[config.mk]
export PLATFORM = sky130hd
export DESIGN_NAME = battleship_result_rx
export DESIGN_NICKNAME = d
export VERILOG_FILES = /design/src/rtl/battleship_result_rx.sv
export SDC_FILE = /design/constraint.sdc
export NUM_CORES = 1
export LEC_CHECK = 0
export BUFFER_PORTS_ARGS = -buffer_cell sky130_fd_sc_hd__buf_2
export CAP_MARGIN = 20
export CORE_MARGIN = 2
export CORE_UTILIZATION = 55
export DETAILED_ROUTE_END_ITERATION = 6
export PLACE_DENSITY_LB_ADDON = 0.08
export SETUP_SLACK_MARGIN = 0.15
export SKIP_LAST_GASP = 1
export SLEW_MARGIN = 20
export SYNTH_ARGS = -nofsm -noshare
export SYNTH_HDL_FRONTEND = slang
export SYNTH_SLANG_ARGS = --single-unit
[constraint.sdc]
create_clock -name ph1 -period 5.2 [get_ports ph1]
set_input_delay 1.3 -clock ph1 [delete_from_list [all_inputs] [get_ports ph1]]
set_output_delay 1.3 -clock ph1 [all_outputs]
set_load 0.02 [all_outputs]
[src/rtl/battleship_result_rx.sv]
// Result-stream receiver: decodes core result words into shot maps, hit counters and an event FIFO.
// Optional BS_RX_PARITY_EN: enforce even parity over data_in and expose err_parity.
module battleship_result_rx #(
    parameter int unsigned BOARD      = 10,
    parameter int unsigned TOTAL_HITS = 17,
    parameter int unsigned FIFO_DEPTH = 4
) (
    input  logic        ph1,
    input  logic        reset,
    input  logic        data_ready,
    input  logic [11:0] data_in,
    output logic        evt_valid,
    input  logic        evt_ready,
    output logic [11:0] evt_data,
    input  logic        q_player,
    input  logic [3:0]  q_row,
    input  logic [3:0]  q_col,
    output logic [1:0]  q_status,
    output logic [4:0]  hits_p0,
    output logic [4:0]  hits_p1,
    output logic        game_over,
    output logic        winner,
    output logic        err_dup,
    output logic        err_range,
    output logic        err_ovf,
`ifdef BS_RX_PARITY_EN
    output logic        err_parity,
`endif
    output logic        err_proto
);

    localparam int unsigned Cells = BOARD * BOARD;
    localparam int unsigned IdxW  = $clog2(Cells);
    localparam int unsigned PtrW  = $clog2(FIFO_DEPTH);
    localparam int unsigned CntW  = PtrW + 1;

    localparam logic [4:0]      TotalHitsW = 5'(TOTAL_HITS);
    localparam logic [CntW-1:0] FullCnt    = CntW'(FIFO_DEPTH);

    localparam logic [1:0] KindMiss = 2'b00;
    localparam logic [1:0] KindHit  = 2'b01;
    localparam logic [1:0] KindSunk = 2'b10;
    localparam logic [1:0] KindEnd  = 2'b11;

    localparam logic [1:0] CellUnshot = 2'b00;
    localparam logic [1:0] CellMiss   = 2'b01;
    localparam logic [1:0] CellHit    = 2'b10;

    typedef enum logic [0:0] {StPlaying, StGameOver} state_e;

    state_e          state_q, state_d;
    logic [1:0]      map_q [2][Cells];
    logic [1:0]      map_d [2][Cells];
    logic [4:0]      hits_q [2];
    logic [4:0]      hits_d [2];
    logic            winner_q, winner_d;
    logic            err_dup_q, err_dup_d;
    logic            err_range_q, err_range_d;
    logic            err_ovf_q, err_ovf_d;
    logic            err_proto_q, err_proto_d;
    logic            err_parity_q, err_parity_d;
    logic [11:0]     mem_q [FIFO_DEPTH];
    logic [11:0]     mem_d [FIFO_DEPTH];
    logic [PtrW-1:0] wr_ptr_q, wr_ptr_d;
    logic [PtrW-1:0] rd_ptr_q, rd_ptr_d;
    logic [CntW-1:0] cnt_q, cnt_d;
    logic [1:0]      q_status_q, q_status_d;

    logic [1:0]      kind;
    logic            shooter;
    logic            target;
    logic [3:0]      row;
    logic [3:0]      col;
    logic            in_range;
    logic [IdxW-1:0] cell_idx;
    logic            q_in_range;
    logic [IdxW-1:0] q_idx;
    logic            parity_bad;
    logic            accept;
    logic            push;
    logic            pop;

    always_comb begin
        state_d      = state_q;
        map_d        = map_q;
        hits_d       = hits_q;
        winner_d     = winner_q;
        err_dup_d    = err_dup_q;
        err_range_d  = err_range_q;
        err_ovf_d    = err_ovf_q;
        err_proto_d  = err_proto_q;
        err_parity_d = err_parity_q;
        mem_d        = mem_q;
        wr_ptr_d     = wr_ptr_q;
        rd_ptr_d     = rd_ptr_q;
        cnt_d        = cnt_q;
        accept       = 1'b0;

        kind     = data_in[11:10];
        shooter  = data_in[9];
        target   = ~data_in[9];
        row      = data_in[7:4];
        col      = data_in[3:0];
        in_range = (32'(row) < BOARD) && (32'(col) < BOARD);
        cell_idx = in_range ? IdxW'(32'(row) * BOARD + 32'(col)) : '0;
`ifdef BS_RX_PARITY_EN
        parity_bad = ^data_in;
`else
        parity_bad = 1'b0;
`endif

        unique case (state_q)
            StPlaying: begin
                if (data_ready) begin
                    // Checks are prioritised: parity, then range, then duplicate shot.
                    if (parity_bad) begin
                        err_parity_d = 1'b1;
                    end else if (!in_range) begin
                        err_range_d = 1'b1;
                    end else if (kind != KindEnd && map_q[target][cell_idx] != CellUnshot) begin
                        err_dup_d = 1'b1;
                    end else begin
                        accept = 1'b1;
                        unique case (kind)
                            KindMiss: map_d[target][cell_idx] = CellMiss;
                            KindHit, KindSunk: begin
                                map_d[target][cell_idx] = CellHit;
                                if (hits_q[shooter] != TotalHitsW) begin
                                    hits_d[shooter] = hits_q[shooter] + 5'd1;
                                    if (hits_d[shooter] == TotalHitsW) begin
                                        state_d  = StGameOver;
                                        winner_d = shooter;
                                    end
                                end
                            end
                            KindEnd: begin
                                state_d  = StGameOver;
                                winner_d = shooter;
                            end
                        endcase
                    end
                end
            end
            StGameOver: begin
                if (data_ready) begin
                    err_proto_d = 1'b1;
                end
            end
        endcase

        // A pop in the same cycle frees the slot, so a full FIFO still accepts the push.
        pop  = evt_ready && (cnt_q != '0);
        push = accept && ((cnt_q != FullCnt) || pop);
        if (accept && !push) begin
            err_ovf_d = 1'b1;
        end
        if (push) begin
            mem_d[wr_ptr_q] = data_in;
            wr_ptr_d        = wr_ptr_q + 1'b1;
        end
        if (pop) begin
            rd_ptr_d = rd_ptr_q + 1'b1;
        end
        cnt_d = cnt_q + CntW'(push) - CntW'(pop);

        q_in_range = (32'(q_row) < BOARD) && (32'(q_col) < BOARD);
        q_idx      = q_in_range ? IdxW'(32'(q_row) * BOARD + 32'(q_col)) : '0;
        q_status_d = q_in_range ? map_q[q_player][q_idx] : CellUnshot;
    end

    always_ff @(posedge ph1) begin
        if (reset) begin
            state_q      <= StPlaying;
            map_q        <= '{default: '0};
            hits_q       <= '{default: '0};
            winner_q     <= 1'b0;
            err_dup_q    <= 1'b0;
            err_range_q  <= 1'b0;
            err_ovf_q    <= 1'b0;
            err_proto_q  <= 1'b0;
            err_parity_q <= 1'b0;
            mem_q        <= '{default: '0};
            wr_ptr_q     <= '0;
            rd_ptr_q     <= '0;
            cnt_q        <= '0;
            q_status_q   <= '0;
        end else begin
            state_q      <= state_d;
            map_q        <= map_d;
            hits_q       <= hits_d;
            winner_q     <= winner_d;
            err_dup_q    <= err_dup_d;
            err_range_q  <= err_range_d;
            err_ovf_q    <= err_ovf_d;
            err_proto_q  <= err_proto_d;
            err_parity_q <= err_parity_d;
            mem_q        <= mem_d;
            wr_ptr_q     <= wr_ptr_d;
            rd_ptr_q     <= rd_ptr_d;
            cnt_q        <= cnt_d;
            q_status_q   <= q_status_d;
        end
    end

    assign evt_valid = (cnt_q != '0);
    assign evt_data  = evt_valid ? mem_q[rd_ptr_q] : '0;
    assign q_status  = q_status_q;
    assign hits_p0   = hits_q[0];
    assign hits_p1   = hits_q[1];
    assign game_over = (state_q == StGameOver);
    assign winner    = winner_q;
    assign err_dup   = err_dup_q;
    assign err_range = err_range_q;
    assign err_ovf   = err_ovf_q;
    assign err_proto = err_proto_q;
`ifdef BS_RX_PARITY_EN
    assign err_parity = err_parity_q;
`else
    logic unused_parity;
    assign unused_parity = err_parity_q;
`endif

endmodule

==> flow_summary.json, run 1 <==
{
  "power_uw": 9870,
  "synthToLayoutAreaGrowth_pct": 15.0,
  "htreeDepth": 2,
  "initial_core_util_pct": 55.9,
  "nFillCells": 4344,
  "numPortBuffers": 55,
  "drive_above_1_share_pct": 23.0,
  "final_area_mm2": 0.0340,
  "syn_nets": 3258,
  "place_ws_ns": -0.216,
  "synth_top_family_by_area": "multiplexers",
  "min_period_ns": 4.82,
  "grtUsageTotal_pct": 41.6,
  "arrival_ns": 5.29,
  "intPower_uw": 6640,
  "worst_pin_slew_ns": 1.16,
  "dp_cells": 3938,
  "rsz0062_at_grt": "no",
  "clk_pin_slew_ns": 0.06,
  "dp_hpwl_um": 81500,
  "routed_wl_um": 118000,
  "viasPerCell": 7.17,
  "die_width_um": 236,
  "final_nets": 3356,
  "path_class": "in2reg",
  "synth_top_area_cell": "dfxtp_1",
  "finalHoldViolCount": 0,
  "hold_path.startpoint": "mem_q[0]$_SDFFE_PP0P_",
  "fin_ws_ns": 0.379,
  "dr_total_vias": 28960,
  "die_h_um": 236,
  "finalWeightedCongestion": 1.04,
  "slowest_delay_ns": 0.86,
  "die_area_mm2": 0.0556,
  "gr-total-overflow": 0,
  "synth_cell_types": 83,
  "wl_per_cell_um": 29.2,
  "cts_buffers": 51,
  "synth-seq-cells": 473,
  "crit_required_ns": 5.67,
  "synth_edf_count": 0,
  "crit_path_end_kind": "flop",
  "num_rows": 84,
  "clock-root-buffer": "clkbuf_16",
  "clock_sink_count": 473,
  "avgSynthCellArea_um2": 9.22,
  "status": "completed",
  "r2r_slack_ns": 1.37,
  "grt_pass1_wl_um": 178000,
  "firstDrtPassIters": 6,
  "power.share.switching_pct": 32.7,
  "relSlewSlack_pct": 22.5,
  "p_sw_uw": 3230,
  "path_max_fanout": 64,
  "synth.area.top_cells": "dfxtp_1 (32%), mux4_2 (12%), mux2i_1 (9.6%), nand2_1 (5.7%), nand3_1 (4.6%)",
  "critical_path.startpoint_type": "input pin",
  "hold_depth": 2,
  "skew_ns": 0.0376,
  "cts_tree": "done",
  "p_seq_share_pct": 37.6,
  "cts_buffer_depth": 3,
  "finalSetupViolations": 0,
  "synthXorXnorAreaFrac_pct": 0.415,
  "synth-simple-area-share_pct": 15.9,
  "seqCellArea_mm2": 0.00947,
  "hold_path_class": "reg2reg",
  "comb_power_share_pct": 22.6,
  "min_to": "mem_q[0]$_SDFFE_PP0P_",
  "core_area_mm2": 0.0529,
  "synth_top_area_share_pct": 32.0,
  "synth-async-reset-ratio_pct": 0,
  "power_density_mw_per_mm2": 290,
  "clock_power_share_pct": 39.9,
  "grt_max_degree": 176,
  "synth_cells": 3205,
  "pin_count": 56,
  "fin_crit_sh_pct": 92.7,
  "peakVddDrop_uv": 246,
  "first_global_vias": 28012,
  "drt_iter0_drc": 3281,
  "ant_nets": 0,
  "finalNonFillerCells": 4037,
  "cp_slowest_cell": "buf_4",
  "synth_area_mm2": 0.0296,
  "final_max_slew_viol_count": 0,
  "synthAdderAreaFrac_pct": 1.31,
  "synthMuxAreaShare_pct": 23.3,
  "synth_compound_area_share_pct": 21.7,
  "clk_latency_ns": 0.64,
  "max_cap_violations": 0,
  "seq_area_frac_synth_pct": 32.0,
  "synth_top_flop_cell": "dfxtp_1",
  "drc_errors": 0,
  "place_area_mm2": 0.0322,
  "path_cells": "buf_2, ha_2, inv_1, fa_2, buf_4, buf_12, nand3_1, o22ai_1, a211o_1, a22o_1, nor4_4, buf_4, a21boi_2, buf_12, o211ai_1, mux2i_1",
  "fmax_mhz": 207,
  "postCtsHoldBufs": 0,
  "ff2ff_path_depth": 10,
  "multi_input_area_mm2": 0.0187,
  "synth_warnings": 0,
  "leakagePower_uw": 0.0132,
  "antenna_found_initial": 5
}
-- power by group through the flow --
| stage | registers [uW] | clock network (uW) | logic, uW |
|---|---|---|---|
| 2_1_floorplan | 3760 | 0 | 1250 |
| 3_3_place_gp | 3790 | 0 | 2140 |
| 3_5_place_dp | 3790 | 0 | 2150 |
| 4_1_cts | 3710 | 3950 | 2160 |
| 5_1_grt | 3720 | 4100 | 2290 |
| 6_report | 3710 | 3940 | 2230 |
-- logic make-up (layout without fill, tap and decap cells) --
kind of cell             after synthesis  count (layout)
AO/OA/AOI/OAI                        874             874
flip-flops                           473             473
adder cells (fa/ha/maj)               28              28
buffers and inverters                345             484
XOR/XNOR                              14              14
AND/OR/NAND/NOR                      991             991
multiplexers                         480             480
other                                  0               5
-- cell usage in the layout, fill, tap and decap left out, types with 7 or more instances in the layout --
cell	instances
mux4_2	163
o21ai_0	30
and2_1	18
clkbuf_1	7
ha_1	20
o211ai_2	58
xnor2_1	10
a211oi_1	12
dfxtp_1	473
nand3b_1	26
nand2_1	445
mux2i_1	283
o31ai_1	7
o2111ai_1	133
a31oi_1	11
nor3_1	29
o22ai_1	26
clkbuf_8	11
or3_1	8
nor2_1	67
nor4_1	16
a21oi_1	252
buf_2	51
nor2b_1	15
inv_1	25
nor4_2	20
and3_1	28
o211ai_1	115
clkbuf_16	51
bufinv_16	7
buf_4	273
o211a_1	21
nand3_1	271
mux2_2	34
clkinv_2	15
a22oi_1	22
buf_12	35
a21o_1	113
nand2b_1	10
a32oi_1	7
-- final cells by class --
cell class	instances	area share [%]
diodes	5	0.0368
clock buffers	68	4.24
clock inverters	26	1.03
inverters	28	0.335
multi-input cells	2387	55.0
flip-flops and latches	473	27.9
well taps	688	2.53
repair buffers	362	8.95
-- worst max-delay path, delay by kind of cell --
family                     cells  cell delay (ns)
and+or+nand+nor                2             0.32
buffers and inverters          6             1.58
AOI/OAI and AO/OA              5             1.23
muxes                          1             0.20
adders and majority gates      2             0.66
-- metal layers --
layer  share of wire, %  vias to the layer above  GRT usage (%)
met5              0.012                        -              0
met4                6.5                        2           24.4
met3                 11                      444           10.1
met2                 44                     1846           64.1
met1                 38                    14186           53.2
li1                   -                    12482              -
-- how the worst max path moves through the flow --
stage | from | end | cells past startpoint | slack (ns)
2_1_floorplan | data_in[1] | cnt_q[2]$_SDFF_PP0_ | 19 | 0.16
3_3_place_gp | data_in[1] | cnt_q[2]$_SDFF_PP0_ | 21 | -0.21
3_5_place_dp | data_in[1] | cnt_q[2]$_SDFF_PP0_ | 21 | -0.22
4_1_cts | data_in[1] | cnt_q[2]$_SDFF_PP0_ | 21 | 0.42
5_1_grt | data_in[1] | cnt_q[2]$_SDFF_PP0_ | 21 | 0.15
6_report | data_in[1] | flop | 16 | 0.38
-- metrics by stage --
stage / setup TNS, ns / hold WS [ns] / utilization [%]
floorplan: 0 / 0.432 / -
global placement: -1.41 / 0.439 / 60.9
detailed placement: -2.81 / 0.448 / 60.9
CTS: 0 / 0.460 / 64.2
global route: 0 / 0.476 / 64.3
finish: 0 / 0.458 / 64.3
-- synthesized netlist by cell type, types with 6 or more instances --
library cell  number
a211oi_1          12
a21o_1           113
a21oi_1          254
a22oi_1           22
a31oi_1           12
a32oi_1            7
and2_1            18
and3_1            28
buf_1             31
buf_2             44
buf_4              9
buf_6             24
clkbuf_1         208
dfxtp_1          473
ha_1              23
inv_1             26
mux2_2            34
mux2i_1          283
mux4_2           163
nand2_1          448
nand2b_1          10
nand3_1          274
nand3b_1          26
nor2_1            70
nor2b_1           15
nor3_1            32
nor3b_1            6
nor4_1            17
nor4_2            20
o2111ai_1        133
o211a_1           21
o211ai_1         115
o211ai_2          58
o21ai_0           31
o22a_1             6
o22ai_1           26
o31ai_1            7
or3_1              8
xnor2_1           10
-- what timing repair did --
action | CTS | global route
endpoints found under the setup margin | 0 | 1
gates resized for setup | 0 | 5
buffers inserted | 0 | 0
Note: power is estimated with default switching activity, not from simulation.
==> inputs of run 2 (changes only) <==
==> constraint.sdc (replaced) <==
create_clock -name ph1 -period 5.3 [get_ports ph1]
set_input_delay 0 -clock ph1 [delete_from_list [all_inputs] [get_ports ph1]]
set_output_delay 0 -clock ph1 [all_outputs]
set_load 0.02 [all_outputs]
==> run 2 against run 1 <==
  * Cell area is 3.9% lower
  * Wire length fell by 0.95%
  * Clock power barely moved
  * Clock skew decreased by 0.0069 ns
  * Power decreased by 3.1%
  * Global-route usage is 0.47 points lower
  * Die area unchanged
  * Utilization shrank 2.5 points
  * Largest cell class unchanged
  * Largest power group unchanged
==> flow_summary.json, run 2 (synthesis gave the netlist of run 1 again) <==
{
  "slowest_delay_ns": 0.66,
  "min_period_ns": 4.89,
  "cp_slowest_cell": "fa_1",
  "cts_buffers": 52,
  "ant_nets": 0,
  "crit_path_end_kind": "flop",
  "wl_per_cell_um": 30.0,
  "routed_wl_um": 117000,
  "pin_count": 56,
  "htreeDepth": 2,
  "core_area_mm2": 0.0529,
  "clock_power_share_pct": 41.4,
  "finalSetupViolations": 0,
  "final_max_slew_viol_count": 0,
  "clock-root-buffer": "clkbuf_16",
  "startpoint": "data_in[1]",
  "firstDrtPassIters": 6,
  "post-cts-setup-buffer-count": 0,
  "cts_tree": "done",
  "fin_crit_sh_pct": 92.3,
  "synthToLayoutAreaGrowth_pct": 10.5,
  "hold_path_class": "in2reg",
  "grtUsageTotal_pct": 41.1,
  "drt_iter0_drc": 3718,
  "die_area_mm2": 0.0556,
  "hold_depth": 6,
  "cts_buffer_depth": 3,
  "hold_path.startpoint": "q_col[1]",
  "cp_top_family": "adder cells",
  "die_h_um": 236,
  "clk_latency_ns": 0.62,
  "relSlewSlack_pct": 26.0,
  "worst_pin_slew_ns": 1.11,
  "leakagePower_uw": 0.0124,
  "path_class": "in2reg",
  "antenna_found_initial": 0,
  "drc_errors": 0,
  "dp_hpwl_um": 78100,
  "comb_power_share_pct": 20.6,
  "tns_ns": 0,
  "viasPerCell": 7.28,
  "ff2ff_path_depth": 15,
  "max_cap_violations": 0,
  "peakVddDrop_uv": 277,
  "gr-total-overflow": 0,
  "r2r_slack_ns": 1.30,
  "initial_core_util_pct": 55.9,
  "place_ws_ns": 0.429,
  "clk_pin_slew_ns": 0.06,
  "cpMostUsedCell": "inv_1",
  "fmax_mhz": 204,
  "clock_sink_count": 473,
  "cp.buffers_inverters": 5,
  "crit_required_ns": 5.74,
  "num_rows": 84,
  "p_seq_share_pct": 38.0,
  "fin_ws_ns": 0.406,
  "finalWeightedCongestion": 1.04,
  "intPower_uw": 6450,
  "skew_ns": 0.0307,
  "path_cells": "dlygate4sd3_1, buf_2, ha_2, inv_1, fa_1, nor3b_1, nor3_1, o22ai_1, a211oi_1, o22ai_1, o21ai_0, nand3_1, o21ai_1, inv_1, ha_1, inv_1, ha_1, fa_1, xnor2_1, nor2_1",
  "critical_path.startpoint_type": "input pin",
  "finalHoldViolCount": 0,
  "power_density_mw_per_mm2": 293,
  "dr_total_vias": 28316,
  "power_uw": 9560,
  "power.share.switching_pct": 32.6,
  "arrival_ns": 5.34,
  "final_nets": 3213,
  "grt_pass1_wl_um": 175000,
  "path_depth": 20,
  "final_common_cell": "dfxtp_1",
  "die_width_um": 236,
  "rsz0062_at_grt": "no",
  "status": "completed",
  "drive_above_1_share_pct": 19.0,
  "path_max_fanout": 8,
  "final_cell_mix": "dfxtp_1 (473), nand2_1 (446), mux2i_1 (283)",
  "grt_max_degree": 114,
  "numPortBuffers": 55,
  "nFillCells": 4481,
  "first_global_vias": 26492,
  "p_sw_uw": 3120
}
run 2: changes by cell type in the layout (fill, tap and decap cells not counted), sizes merged:
| cell | delta |
|---|---|
| buf | -157 |
| bufinv | -1 |
| inv | -2 |
| clkinv | -4 |
| clkinvlp | -1 |
| dlygate4sd3 | +13 |
| diode | -3 |
| clkbuf | +8 |
run 2: worst reg2reg max path: cells and delay by family (launching register included):
kind                       cells  cell delay [ns]
buffers and inverters          2             0.14
and+or+nand+nor                2             0.34
xor gates and xnor gates       1             0.17
muxes                          1             0.47
AOI/OAI and AO/OA              6             1.48
DFF                            1             0.38
adders and majority gates      3             0.84
run 2: path summary, 6_finish.rpt:
| check | to |
|---|---|
| setup / recovery | cnt_q[2]$_SDFF_PP0_ |
| setup reg to reg | cnt_q[2]$_SDFF_PP0_ |
| hold reg to reg | err_dup$_SDFFE_PP0P_ |
| hold / removal | q_status[1]$_SDFF_PP0_ |
run 2: power groups by stage:
stage               clock network, uW  logic (uW)  registers, uW
CTS                              3970        1890           3640
floorplan                           0        1230           3690
finish                           3960        1970           3640
global placement                    0        1870           3720
detailed placement                  0        1880           3720
global route                     4110        2020           3650
run 2: layout make-up:
| cell class | instances | area (um2) | share of cell area [%] |
|---|---|---|---|
| multi-input cells | 2387 | 18700 | 57.2 |
| clock inverters | 18 | 240 | 0.736 |
| repair buffers | 218 | 1680 | 5.15 |
| diodes | 2 | 5.00 | 0.0153 |
| well taps | 688 | 861 | 2.64 |
| inverters | 28 | 114 | 0.349 |
| flip-flops and latches | 473 | 9470 | 29.0 |
| clock buffers | 76 | 1600 | 4.91 |
run 2: metrics by stage:
step	area, um2	hold slack, ns	utilization, %	cells
2_1_floorplan	29600	0.145	-	3205
3_3_place_gp	30700	0.279	58.0	3781
3_5_place_dp	30700	0.300	58.0	3781
4_1_cts	32700	0.159	61.8	3888
5_1_grt	32700	0.242	61.8	3888
6_report	32700	0.174	61.8	3890
run 2: per-layer routing:
metal	global-route usage, %	vias up	wire [um]
met1	56.0	14046	46200
met2	62.0	1781	51300
met3	9.32	327	13000
li1	-	12162	-
met5	0	-	0
met4	19.4	0	6200
run 2: repair_timing:
action | in CTS | in global routing
hold endpoints to repair | 100 | 0
gates resized for setup | 0 | 0
setup endpoints to repair | 0 | 0
hold buffers | 13 | 0
